`config.mk`:
```
export PLATFORM = sky130hd
export DESIGN_NAME = mem_write_scheduler_flat
export DESIGN_NICKNAME = d
export VERILOG_FILES = /design/src/rtl/mem_write_scheduler_if.sv /design/src/rtl/mem_write_scheduler.sv /design/src/flat_wrapper.sv
export SDC_FILE = /design/constraint.sdc
export NUM_CORES = 1
export LEC_CHECK = 0
export CAP_MARGIN = 20
export CORE_MARGIN = 2
export CORE_UTILIZATION = 40
export CTS_BUF_LIST = sky130_fd_sc_hd__clkbuf_8 sky130_fd_sc_hd__clkbuf_16
export CTS_CLUSTER_DIAMETER = 100
export CTS_CLUSTER_SIZE = 20
export DETAILED_ROUTE_END_ITERATION = 6
export GPL_TIMING_DRIVEN = 0
export HOLD_SLACK_MARGIN = 0.03
export PLACE_DENSITY_LB_ADDON = 0.1
export SYNTH_ARGS = -nofsm -noshare
export SYNTH_HDL_FRONTEND = slang
export SYNTH_SLANG_ARGS = --single-unit
```
`constraint.sdc`:
```
create_clock -name CLK -period 2.97 [get_ports CLK]
set_clock_uncertainty 0.2 [all_clocks]
set_input_delay 0.4455 -clock CLK [delete_from_list [all_inputs] [get_ports CLK]]
set_output_delay 0.4455 -clock CLK [all_outputs]
set_load 0.03 [all_outputs]
```
`src/rtl/mem_write_scheduler_if.sv`:
```
// Write-path bundle between the two requesters, the RAM write port and the output-port consumer.
interface mem_write_scheduler_if #(
  parameter int ADDR_W = 8,
  parameter int DATA_W = 8
);
  logic              cpu_req;
  logic [ADDR_W-1:0] cpu_addr;
  logic [DATA_W-1:0] cpu_data;
  logic              cpu_gnt;
  logic              ldr_req;
  logic [ADDR_W-1:0] ldr_addr;
  logic [DATA_W-1:0] ldr_data;
  logic              ldr_gnt;
  logic              ram_we;
  logic [ADDR_W-1:0] ram_addr;
  logic [DATA_W-1:0] ram_data;
  logic [DATA_W-1:0] port_data;
  logic              port_valid;
  logic              port_ready;
  logic              fifo_full;
  logic              busy;

  modport master (
    output cpu_req, cpu_addr, cpu_data, ldr_req, ldr_addr, ldr_data, port_ready,
    input  cpu_gnt, ldr_gnt, ram_we, ram_addr, ram_data, port_data, port_valid,
           fifo_full, busy
  );

  modport slave (
    input  cpu_req, cpu_addr, cpu_data, ldr_req, ldr_addr, ldr_data, port_ready,
    output cpu_gnt, ldr_gnt, ram_we, ram_addr, ram_data, port_data, port_valid,
           fifo_full, busy
  );
endinterface

```
`src/rtl/mem_write_scheduler.sv`:
```
// Round-robin arbiter for CPU/loader writes; RAM writes are registered (1 cycle),
// output-port writes go through a small FIFO drained by valid/ready.
module mem_write_scheduler #(
  parameter int                ADDR_W     = 8,
  parameter int                DATA_W     = 8,
  parameter logic [ADDR_W-1:0] PORT_ADDR  = 8'h00,
  parameter int                FIFO_DEPTH = 4
) (
  input  logic                CLK,
  input  logic                RST,
  mem_write_scheduler_if.slave bus
);
  localparam int PTR_W = $clog2(FIFO_DEPTH);
  localparam int CNT_W = PTR_W + 1;

  typedef enum logic {RR_CPU = 1'b0, RR_LDR = 1'b1} rr_e;

  rr_e               r_rr;
  rr_e               w_rr_nxt;
  logic [DATA_W-1:0] r_mem [FIFO_DEPTH];
  logic [PTR_W-1:0]  r_wr_ptr;
  logic [PTR_W-1:0]  r_rd_ptr;
  logic [CNT_W-1:0]  r_count;
  logic              r_ram_we;
  logic [ADDR_W-1:0] r_ram_addr;
  logic [DATA_W-1:0] r_ram_data;

  logic              w_full;
  logic              w_empty;
  logic              w_cpu_port;
  logic              w_ldr_port;
  logic              w_cpu_elig;
  logic              w_ldr_elig;
  logic              w_cpu_gnt;
  logic              w_ldr_gnt;
  logic              w_gnt_any;
  logic              w_sel_port;
  logic [ADDR_W-1:0] w_sel_addr;
  logic [DATA_W-1:0] w_sel_data;
  logic              w_push;
  logic              w_pop;
  logic              w_ram_wr;

  assign w_full     = (r_count == CNT_W'(FIFO_DEPTH));
  assign w_empty    = (r_count == '0);
  assign w_cpu_port = (bus.cpu_addr == PORT_ADDR);
  assign w_ldr_port = (bus.ldr_addr == PORT_ADDR);

  // Full is judged on the registered count, so a same-cycle pop never frees a slot early.
  assign w_cpu_elig = !RST && bus.cpu_req && (!w_cpu_port || !w_full);
  assign w_ldr_elig = !RST && bus.ldr_req && (!w_ldr_port || !w_full);

  always_comb begin
    w_cpu_gnt = 1'b0;
    w_ldr_gnt = 1'b0;
    w_rr_nxt  = r_rr;
    if (w_cpu_elig && (!w_ldr_elig || r_rr == RR_CPU)) begin
      w_cpu_gnt = 1'b1;
      w_rr_nxt  = RR_LDR;
    end else if (w_ldr_elig) begin
      w_ldr_gnt = 1'b1;
      w_rr_nxt  = RR_CPU;
    end
  end

  assign w_gnt_any  = w_cpu_gnt | w_ldr_gnt;
  assign w_sel_port = w_ldr_gnt ? w_ldr_port : w_cpu_port;
  assign w_sel_addr = w_ldr_gnt ? bus.ldr_addr : bus.cpu_addr;
  assign w_sel_data = w_ldr_gnt ? bus.ldr_data : bus.cpu_data;
  assign w_push     = w_gnt_any & w_sel_port;
  assign w_ram_wr   = w_gnt_any & !w_sel_port;
  assign w_pop      = !w_empty & bus.port_ready;

  always_ff @(posedge CLK) begin
    if (RST) begin
      r_rr       <= RR_CPU;
      r_ram_we   <= 1'b0;
      r_ram_addr <= '0;
      r_ram_data <= '0;
      r_wr_ptr   <= '0;
      r_rd_ptr   <= '0;
      r_count    <= '0;
    end else begin
      r_rr     <= w_rr_nxt;
      r_ram_we <= w_ram_wr;
      if (w_ram_wr) begin
        r_ram_addr <= w_sel_addr;
        r_ram_data <= w_sel_data;
      end
      if (w_push) begin
        r_wr_ptr <= r_wr_ptr + PTR_W'(1);
      end
      if (w_pop) begin
        r_rd_ptr <= r_rd_ptr + PTR_W'(1);
      end
      case ({w_push, w_pop})
        2'b10:   r_count <= r_count + CNT_W'(1);
        2'b01:   r_count <= r_count - CNT_W'(1);
        default: r_count <= r_count;
      endcase
    end
  end

  // Storage needs no reset: the pointers and count define which entries are live.
  always_ff @(posedge CLK) begin
    if (w_push) begin
      r_mem[r_wr_ptr] <= w_sel_data;
    end
  end

  assign bus.cpu_gnt    = w_cpu_gnt;
  assign bus.ldr_gnt    = w_ldr_gnt;
  assign bus.ram_we     = r_ram_we;
  assign bus.ram_addr   = r_ram_addr;
  assign bus.ram_data   = r_ram_data;
  assign bus.port_data  = r_mem[r_rd_ptr];
  assign bus.port_valid = !w_empty;
  assign bus.fifo_full  = w_full;
  assign bus.busy       = bus.cpu_req | bus.ldr_req | !w_empty;
endmodule
```
`src/flat_wrapper.sv`:
```
// flat-port wrapper written by rule: the top's interface ports become plain ports
module mem_write_scheduler_flat 
#(
  parameter int                ADDR_W     = 8,
  parameter int                DATA_W     = 8,
  parameter logic [ADDR_W-1:0] PORT_ADDR  = 8'h00,
  parameter int                FIFO_DEPTH = 4
)
  (CLK, RST, bus_cpu_req, bus_cpu_addr, bus_cpu_data, bus_ldr_req, bus_ldr_addr, bus_ldr_data, bus_port_ready, bus_cpu_gnt, bus_ldr_gnt, bus_ram_we, bus_ram_addr, bus_ram_data, bus_port_data, bus_port_valid, bus_fifo_full, bus_busy);
  mem_write_scheduler_if #(.ADDR_W(ADDR_W), .DATA_W(DATA_W)) bus_i ();
  input  logic CLK;
  input  logic RST;
  input wire logic [$bits(bus_i.cpu_req)-1:0] bus_cpu_req;
  input wire logic [$bits(bus_i.cpu_addr)-1:0] bus_cpu_addr;
  input wire logic [$bits(bus_i.cpu_data)-1:0] bus_cpu_data;
  input wire logic [$bits(bus_i.ldr_req)-1:0] bus_ldr_req;
  input wire logic [$bits(bus_i.ldr_addr)-1:0] bus_ldr_addr;
  input wire logic [$bits(bus_i.ldr_data)-1:0] bus_ldr_data;
  input wire logic [$bits(bus_i.port_ready)-1:0] bus_port_ready;
  output wire logic [$bits(bus_i.cpu_gnt)-1:0] bus_cpu_gnt;
  output wire logic [$bits(bus_i.ldr_gnt)-1:0] bus_ldr_gnt;
  output wire logic [$bits(bus_i.ram_we)-1:0] bus_ram_we;
  output wire logic [$bits(bus_i.ram_addr)-1:0] bus_ram_addr;
  output wire logic [$bits(bus_i.ram_data)-1:0] bus_ram_data;
  output wire logic [$bits(bus_i.port_data)-1:0] bus_port_data;
  output wire logic [$bits(bus_i.port_valid)-1:0] bus_port_valid;
  output wire logic [$bits(bus_i.fifo_full)-1:0] bus_fifo_full;
  output wire logic [$bits(bus_i.busy)-1:0] bus_busy;
  assign bus_i.cpu_req = bus_cpu_req;
  assign bus_i.cpu_addr = bus_cpu_addr;
  assign bus_i.cpu_data = bus_cpu_data;
  assign bus_i.ldr_req = bus_ldr_req;
  assign bus_i.ldr_addr = bus_ldr_addr;
  assign bus_i.ldr_data = bus_ldr_data;
  assign bus_i.port_ready = bus_port_ready;
  assign bus_cpu_gnt = bus_i.cpu_gnt;
  assign bus_ldr_gnt = bus_i.ldr_gnt;
  assign bus_ram_we = bus_i.ram_we;
  assign bus_ram_addr = bus_i.ram_addr;
  assign bus_ram_data = bus_i.ram_data;
  assign bus_port_data = bus_i.port_data;
  assign bus_port_valid = bus_i.port_valid;
  assign bus_fifo_full = bus_i.fifo_full;
  assign bus_busy = bus_i.busy;
  mem_write_scheduler #(.ADDR_W(ADDR_W), .DATA_W(DATA_W), .PORT_ADDR(PORT_ADDR), .FIFO_DEPTH(FIFO_DEPTH)) u_core (.CLK(CLK), .RST(RST), .bus(bus_i));
endmodule
```
Yosys cells after proc, flatten, opt, wreduce, memory -nomap -nowiden
Memory sizes are Yosys's and may differ from the RTL's. A register that Yosys moved wholly into a read port is not among the register bits. Cells that the tools add are included. W data, S select, Z words.

ROM bits: 0. Bits in registers: 25. RAM bits: 32. Bits in latches: 0. Output and inout bits: 30. Memories: 1.

Memory list: u_core.r_mem (words 4, width 8, rd ports 1, clocked after Yosys merged registers in 1, write ports 1, line mem_write_scheduler.sv:20) `logic [DATA_W-1:0] r_mem [FIFO_DEPTH];`.

Multiply operators: 0. Reductions and logical operators: 20. Shifts and indexed selects: 0. Add/sub/neg operators: 4. Magnitude comparators: 0. Divide/modulo/power cells: 0. Bitwise gates (word level): 7. Eq/ne operators: 3. Multiplexer cells: 13.

Operator list (number): $logic_not A8 Y1 (2); $mux W8 (2); $mux W1 (8); $logic_not A1 Y1 (7); $pmux W3 S2 (1); $logic_and A1 B1 Y1 (5); $add A2 B1 Y2 const B (2); $mux W2 (2); $reduce_bool A2 Y1 (2); $add A3 B1 Y3 const B (1); $and A1 B1 Y1 (3); $eq A3 B3 Y1 const B (1); $logic_not A3 Y1 (1); $logic_or A1 B1 Y1 (3); $or A1 B1 Y1 (3); $sub A3 B1 Y3 const B (1); $eq A2 B1 Y1 const B (1); $eq A2 B2 Y1 const B (1); $not A1 Y1 (1).

Longest topological paths before layout
Gate-level depths: netlist of the first run.

Depth after elaboration: 12. Mapped depth: 11. Gate-level depth less buffers: 10.

Worst setup path before layout of the first run
No wires, ideal clock.

Path type: input-to-reg. Start point: input bus_cpu_addr[4]. End point: register u_core.r_count[2]. Setup slack: 0.041 ns. Data arrival time: 2.659 ns. Data required time: 2.699 ns. Stages on the path: 10. Library setup time: 0.071 ns. Path through: or4_4 > or4_4 > a21oi_4 > inv_1 > ha_1 > inv_1 > fa_1 > xor2_1 > or3_1 > a21oi_1.

Longest elaborated chain between the ends: 10.

Ends and longest elaborated chain: start: declaration (line flat_wrapper.sv:14) `input wire logic [$bits(bus_i.cpu_addr)-1:0] bus_cpu_addr;`; $logic_not A8 Y1 * (line mem_write_scheduler.sv:46) `assign w_cpu_port = (bus.cpu_addr == PORT_ADDR);`; $logic_not A1 Y1 (line mem_write_scheduler.sv:50) `assign w_cpu_elig = !RST && bus.cpu_req && (!w_cpu_port || !w_full);`; $logic_or A1 B1 Y1 (line mem_write_scheduler.sv:50); $logic_and A1 B1 Y1 (line mem_write_scheduler.sv:50); $logic_and A1 B1 Y1 (line mem_write_scheduler.sv:57) `if (w_cpu_elig && (!w_ldr_elig || r_rr == RR_CPU)) begin`; $mux W1 (line mem_write_scheduler.sv:57); $or A1 B1 Y1 or $mux W1 (tied branches) (line mem_write_scheduler.sv:66, mem_write_scheduler.sv:67); $and A1 B1 Y1 * (line mem_write_scheduler.sv:70) `assign w_push = w_gnt_any & w_sel_port;`; $eq A2 B1 Y1 or $eq A2 B2 Y1 (tied branches) (line mem_write_scheduler.sv:96) `case ({w_push, w_pop})`; $pmux W3 S2 or $reduce_bool A2 Y1 (tied branches); end signal: assignment (line mem_write_scheduler.sv:97) `2'b10: r_count <= r_count + CNT_W'(1);`; end signal: assignment (line mem_write_scheduler.sv:98) `2'b01: r_count <= r_count - CNT_W'(1);`; end signal: assignment (line mem_write_scheduler.sv:99) `default: r_count <= r_count;`; end: declaration (line mem_write_scheduler.sv:23) `logic [CNT_W-1:0] r_count;`.

Mark *: on every way between the ends. The rest lies on a longest branch, timed or not. A chain may end at the register's enable or synchronous reset.

Worst setup path after layout of the first run
Start point: input bus_cpu_addr[6]. End point: register u_core.r_count[2].

The elaborated chain is that of the path after synthesis.

==> results of run 1 <==
## critical path: stages
cell and delay [ns]:
clkdlybuf4s50_1 0.44, or4_4 0.44, or4_4 0.51, a21oi_4 0.14, inv_1 0.07, ha_2 0.18, inv_1 0.07, fa_2 0.19
xor2_1 0.07, or3_1 0.31, a21oi_1 0.13
## per-stage QoR
stage          utilization  hold slack, ns  instance area [um^2]  std cells
6_report             0.572           0.299                  3590        360
5_1_grt              0.572           0.318                  3590        360
4_1_cts              0.570           0.300                  3580        360
3_5_place_dp         0.532           0.291                  3340        344
3_3_place_gp         0.532           0.284                  3340        344
2_1_floorplan            -           0.262                  2580        201
## sequential cells by signal, summed over array words and instances (netlist names), named ones only
name,flops
u_core.r_count,3
u_core.bus.ram_we,1
u_core.r_wr_ptr,2
u_core.bus.ram_addr,8
u_core.r_rr,1
u_core.r_mem,32
u_core.bus.ram_data,8
u_core.r_rd_ptr,2
## placed cells by master, fill, tap and decap left out, types with 3 or more instances in the layout
cell type        netlist  final
clkdlybuf4s50_1        0     57
nor2_1                24     24
or4_4                  3      3
or3_1                  3      3
clkbuf_1               7      5
and2_2                 4      4
dlygate4sd2_1          0      8
dfxtp_1               27     26
a22oi_1                8      8
clkbuf_8               0      9
mux4_2                 8      8
xor2_1                 3      3
a211oi_1              17     17
a21oi_1                5      5
edfxtp_1              32     32
ha_1                   5      4
inv_1                 17     17
mux2i_1                9      9
## power by group
part | internal [mW] | switching (mW) | total [mW]
logic | 0.112 | 0.133 | 0.246
clock network | 0.461 | 0.291 | 0.752
registers | 0.885 | 0.0117 | 0.897
## what timing repair did
item                                    4_1_cts  5_1_grt
resized for setup                            17        5
pin swaps                                     4        1
buffers inserted                              2        0
endpoints found under the setup margin       12        5
## logic make-up (layout without fill, tap and decap cells)
group | after synthesis | count (layout) | synth area share
DFF | 59 | 59 | 0.582
and+or+nand+nor | 52 | 52 | 0.117
AOI/OAI and AO/OA | 36 | 36 | 0.106
buffers and inverters | 26 | 108 | 0.0407
muxes | 17 | 17 | 0.105
adders and majority gates | 6 | 6 | 0.0320
xor gates and xnor gates | 5 | 5 | 0.0170
## worst max-delay path by stage
stage / end / from / slack, ns
floorplan: u_core.r_count[2] / bus_cpu_addr[4] / 0.04
global placement: bus_ldr_gnt / bus_cpu_addr[4] / -0.65
detailed placement: bus_ldr_gnt / bus_cpu_addr[4] / -0.64
CTS: u_core.r_count[2] / RST / 0.02
global route: u_core.r_count[2] / bus_cpu_addr[6] / -0.03
finish: u_core.r_count[2] / bus_cpu_addr[6] / 0.02
## cells in the mapped netlist (all sizes together) (4+ instances only)
cell	instances	share of area
mux4	8	0.070
edfxtp	32	0.37
dfxtp	27	0.21
mux2i	9	0.035
a211oi	17	0.049
inv	17	0.025
nor2	24	0.035
a22oi	8	0.023
and2	5	0.014
ha	5	0.024
clkbuf	7	0.010
nor4	4	0.0097
a21oi	7	0.019
## final cells by class
cell class                 count  area (um^2)
inverter                      17         63.8
clock buffer                   9          124
multi-input combinational    116         1020
buffer                         8         38.8
timing repair buffer          68          667
clock inverter                 6         81.3
fill                         530         2680
tap                           77         96.3
sequential                    59         1500
## metal layers
layer,up-vias,track usage
li1,901,-
met1,890,0.185
met2,66,0.286
met3,5,0.0580
met4,0,0.0440
met5,-,0
==> impl_metrics.ini, run 1 <==
[status]
status = finished clean

[floorplan]
die_w_um = 84.3
core.rowCount = 29
die_area_mm2 = 0.00711
pin_count = 67
die_h_um = 84.3
start_util = 0.411
core-area_mm2 = 0.00628

[power]
power.density_mw_per_mm2 = 527
ir_drop_v = 0.000350
p_leak_nw = 1.32
power_mw = 1.89

[setup_path]
timing.rr.end = u_core.r_count[2]
r2r_setup_slack_ns = 0.46
path_class = in -> reg
reg2reg_depth = 10
rr_startpoint = u_core.r_count[0]
required_ns = 3.03
setup.worst_path.end_class = flop
arrival_ns = 3.00
startpoint_type = input pin
critical_path.max_fanout = 3

[min_path]
hold_path.class = reg -> reg
min-delay-start = u_core.bus.ram_addr[4]
whs_path_depth = 2
hold-path-endpoint = u_core.bus.ram_addr[4]

[clocking]
cts_tree = yes
cts_root_buf = clkbuf_8
cts.clk_slew.worst_paths_ns = 0.06
clock_latency_ns = 0.32
cts_made_buffers = 9
clock_sinks = 59
cts.path.max_buffers = 2
cts_hold_buf = 0
cts.htree.levels = 3

[drt]
wl_met1_mm = 2.33
met2_length_mm = 2.80
highest_layer = met4
post-route-drc-count = 0
vias = 1862
drt_iter0_drc = 78
wl_mm = 5.49
ant_nets = 0
wl_per_cell_um = 15.2
dr_wl_met3_um = 322
viasPerCell = 5.17
drtPass1Iterations = 4

[logic_synthesis]
ys_async_sr_fraction = 0
avgSynthCellArea_um2 = 12.8
ys_warn_count = 0
synth_cells = 201
ys_seq_area_frac = 0.582
synthesis.nets = 244
ys_ff_latch = 59
synth_cell_types = 37
synth_area_mm2 = 0.00258
ys.flop_type = edfxtp_1
synth_edf_count = 32

[timing]
slew_headroom = 0.669
post-route-worst-setup-slack_ns = 0.0246
rsz0062_at_grt = true
final_hold_viol_count = 0
worst_slew_pin_slew_ns = 0.492
setup_tns_ns = 0
fmax_ghz = 0.340
setup_viol = 0
fin_crit_ns = 2.95
fin_crit_sh = 0.992
final_max_slew_viol_count = 0

[global_routing]
grt.overflow.total = 0
grt_use_total = 0.162
grt_max_degree = 11
grt_pass1_wl_mm = 8.87
antenna_found_initial = 0
grt_pass1_vias = 1848

[placement]
numPortBuffers = 66
pre_cts_slack_ns = -0.642
routabilityCongestion = 0.844
hpwl_mm = 4.02

[final_layout]
n_antenna_cell = 0
final_nets = 322
drive_gt1_frac = 0.159
area_delta_synth_final_pct = 39.3

[job]
drv_cap = 0
(Power assumes the default switching activity.)
==> inputs of run 2 (changes only) <==
--- a/config.mk
+++ b/config.mk
@@ -5,7 +5,7 @@
 export SDC_FILE = /design/constraint.sdc
 export NUM_CORES = 1
 export LEC_CHECK = 0
-export CAP_MARGIN = 20
+export CAP_MARGIN = 25
 export CORE_MARGIN = 2
 export CORE_UTILIZATION = 40
 export CTS_BUF_LIST = sky130_fd_sc_hd__clkbuf_8 sky130_fd_sc_hd__clkbuf_16
==> results of run 2 <==
Same layout as run 1: the final DEF is identical, and so are final timing and power.
==> inputs of run 3 (changes only) <==
--- a/config.mk
+++ b/config.mk
@@ -15,6 +15,8 @@
 export GPL_TIMING_DRIVEN = 0
 export HOLD_SLACK_MARGIN = 0.03
 export PLACE_DENSITY_LB_ADDON = 0.1
+export REMOVE_ABC_BUFFERS = 1
+export SKIP_CTS_REPAIR_TIMING = 1
 export SYNTH_ARGS = -nofsm -noshare
 export SYNTH_HDL_FRONTEND = slang
 export SYNTH_SLANG_ARGS = --single-unit
==> run 3 against run 2 <==
  * Design area up 2.9%
  * Via count down 3.1%
  * Non-clock buffer count down 1
  * Worst hold slack worse by 0.00057 ns
  * Power up 6.4%
  * Die area unchanged
  * Fmax up 3.6%
  * Register-to-register slack about the same
  * Clock-buffer cell count up 1
  * Combinational power up 2%
  * Critical endpoint unchanged
==> impl_metrics.ini, run 3 (synthesis results as in run 1) <==
[status]
status = finished clean

[clocking]
cts_root_buf = clkbuf_8
cts_made_buffers = 9
cts.clk_slew.worst_paths_ns = 0.06
clock_latency_ns = 0.32
clock_sinks = 59
cts.htree.levels = 3
cts.path.max_buffers = 2
cts_tree = yes

[drt]
highest_layer = met4
post-route-drc-count = 0
wl_per_cell_um = 15.0
wl_mm = 5.42
drtPass1Iterations = 4
dr_wl_met3_um = 260
met2_length_mm = 2.68
wl_met1_mm = 2.42
drt_iter0_drc = 75
viasPerCell = 5.01
vias = 1805
ant_nets = 0

[setup_path]
timing.rr.end = u_core.r_count[2]
rr_startpoint = u_core.r_count[0]
crit_chain = dlymetal6s2s_1 -> or4_4 -> or4_4 -> a21oi_4 -> inv_1 -> ha_2 -> inv_1 -> fa_2 -> xor2_1 -> or3_1 -> a21oi_2
required_ns = 3.03
max_stage_delay_ns = 0.55
reg2reg_depth = 10
path_class = in -> reg
r2r_setup_slack_ns = 0.46
critical_path.max_fanout = 3
arrival_ns = 2.90
worst_path_max_delay_cell = or4_4
setup.worst_path.end_class = flop
startpoint_type = input pin

[final_layout]
final_nets = 321
regMostFlops = u_core.r_mem
drive_gt1_frac = 0.180
fin_cells = 360
area_delta_synth_final_pct = 43.3
utilization = 0.589
mostFrequentLayoutCell = clkdlybuf4s50_1
largest_reg_flops = 32
n_antenna_cell = 0
final_cell_mix = clkdlybuf4s50_1, edfxtp_1, dfxtp_1

[floorplan]
die_area_mm2 = 0.00711
core-area_mm2 = 0.00628
core.rowCount = 29
die_h_um = 84.3
pin_count = 67
die_w_um = 84.3
start_util = 0.411

[placement]
routabilityCongestion = 0.769
numPortBuffers = 66
dp.cells = 336
hpwl_mm = 3.81

[timing]
hold_ws_ns = 0.299
fin_crit_ns = 2.84
slew_headroom = 0.363
final_hold_viol_count = 0
final_max_slew_viol_count = 0
fmax_ghz = 0.352
setup_viol = 0
fin_crit_sh = 0.957
worst_slew_pin_slew_ns = 0.956

[min_path]
min-delay-start = u_core.bus.ram_data[7]
hold-path-endpoint = u_core.bus.ram_data[7]
hold_path.class = reg -> reg
whs_path_depth = 2

[job]
drv_cap = 0

[power]
ir_drop_v = 0.000305
power_mw = 2.02
power.density_mw_per_mm2 = 545
p_leak_nw = 1.47

[global_routing]
grt_use_total = 0.161
grt_pass1_wl_mm = 8.78
grt_max_degree = 34
grt_pass1_vias = 1864
antenna_found_initial = 0
grt.overflow.total = 0
[run 3: cell types whose count changed in the layout (fill, tap and decap cells not counted), sizes merged]
cell / before / now
buf: 4 / 9
bufinv: 2 / 3
clkbuf: 15 / 10
clkdlybuf4s15: 1 / 0
clkdlybuf4s50: 57 / 55
clkinv: 3 / 2
clkinvlp: 1 / 0
dlygate4sd2: 8 / 0
dlymetal6s2s: 0 / 11
inv: 17 / 18
[run 3: report_power, final]
part / switching, mW / internal (mW) / total [mW] / leakage (nW)
Clock: 0.295 / 0.574 / 0.869 / 0.127
Combinational: 0.132 / 0.119 / 0.250 / 0.830
Sequential: 0.0110 / 0.885 / 0.896 / 0.510
Total: 0.438 / 1.58 / 2.02 / 1.47
[run 3: critical path: cells and delay by family]
kind / cells / cell delay [ns]
and+or+nand+nor: 3 / 1.45
AOI/OAI and AO/OA: 2 / 0.29
adders and majority gates: 2 / 0.37
buffers and inverters: 3 / 0.28
xor gates and xnor gates: 1 / 0.07
[run 3: layout make-up]
cell class              count  area, um^2
inverters                  17        63.8
flip-flops and latches     59        1500
fillers                   523        2580
clock inverters             6         104
well taps                  77        96.3
clock buffers              10         138
multi-input cells         116        1020
repair buffers             75         776
[run 3: stage by stage]
step	area (um^2)	TNS, ns	setup WS (ns)
finish	3700	0	0.127
global route	3700	-0.0266	-0.0266
CTS	3560	-1.73	-0.603
detailed placement	3320	-18.60	-0.759
global placement	3300	-55.01	-1.20
floorplan	2540	0	0.0417
[run 3: how the worst max path moves through the flow]
stage                   endpoint             from  depth (start not counted)
4_1_cts              bus_ldr_gnt              RST                          7
6_report       u_core.r_count[2]  bus_cpu_addr[0]                         11
2_1_floorplan  u_core.r_count[2]  bus_cpu_addr[4]                         10
5_1_grt        u_core.r_count[2]      bus_cpu_req                         11
3_3_place_gp   u_core.r_count[2]              RST                         11
3_5_place_dp   u_core.r_count[2]              RST                         12
[run 3: layer usage]
metal	up-vias	GRT usage
met5	-	0
met4	0	0.0440
met3	5	0.0698
met2	49	0.263
met1	845	0.195
li1	906	-
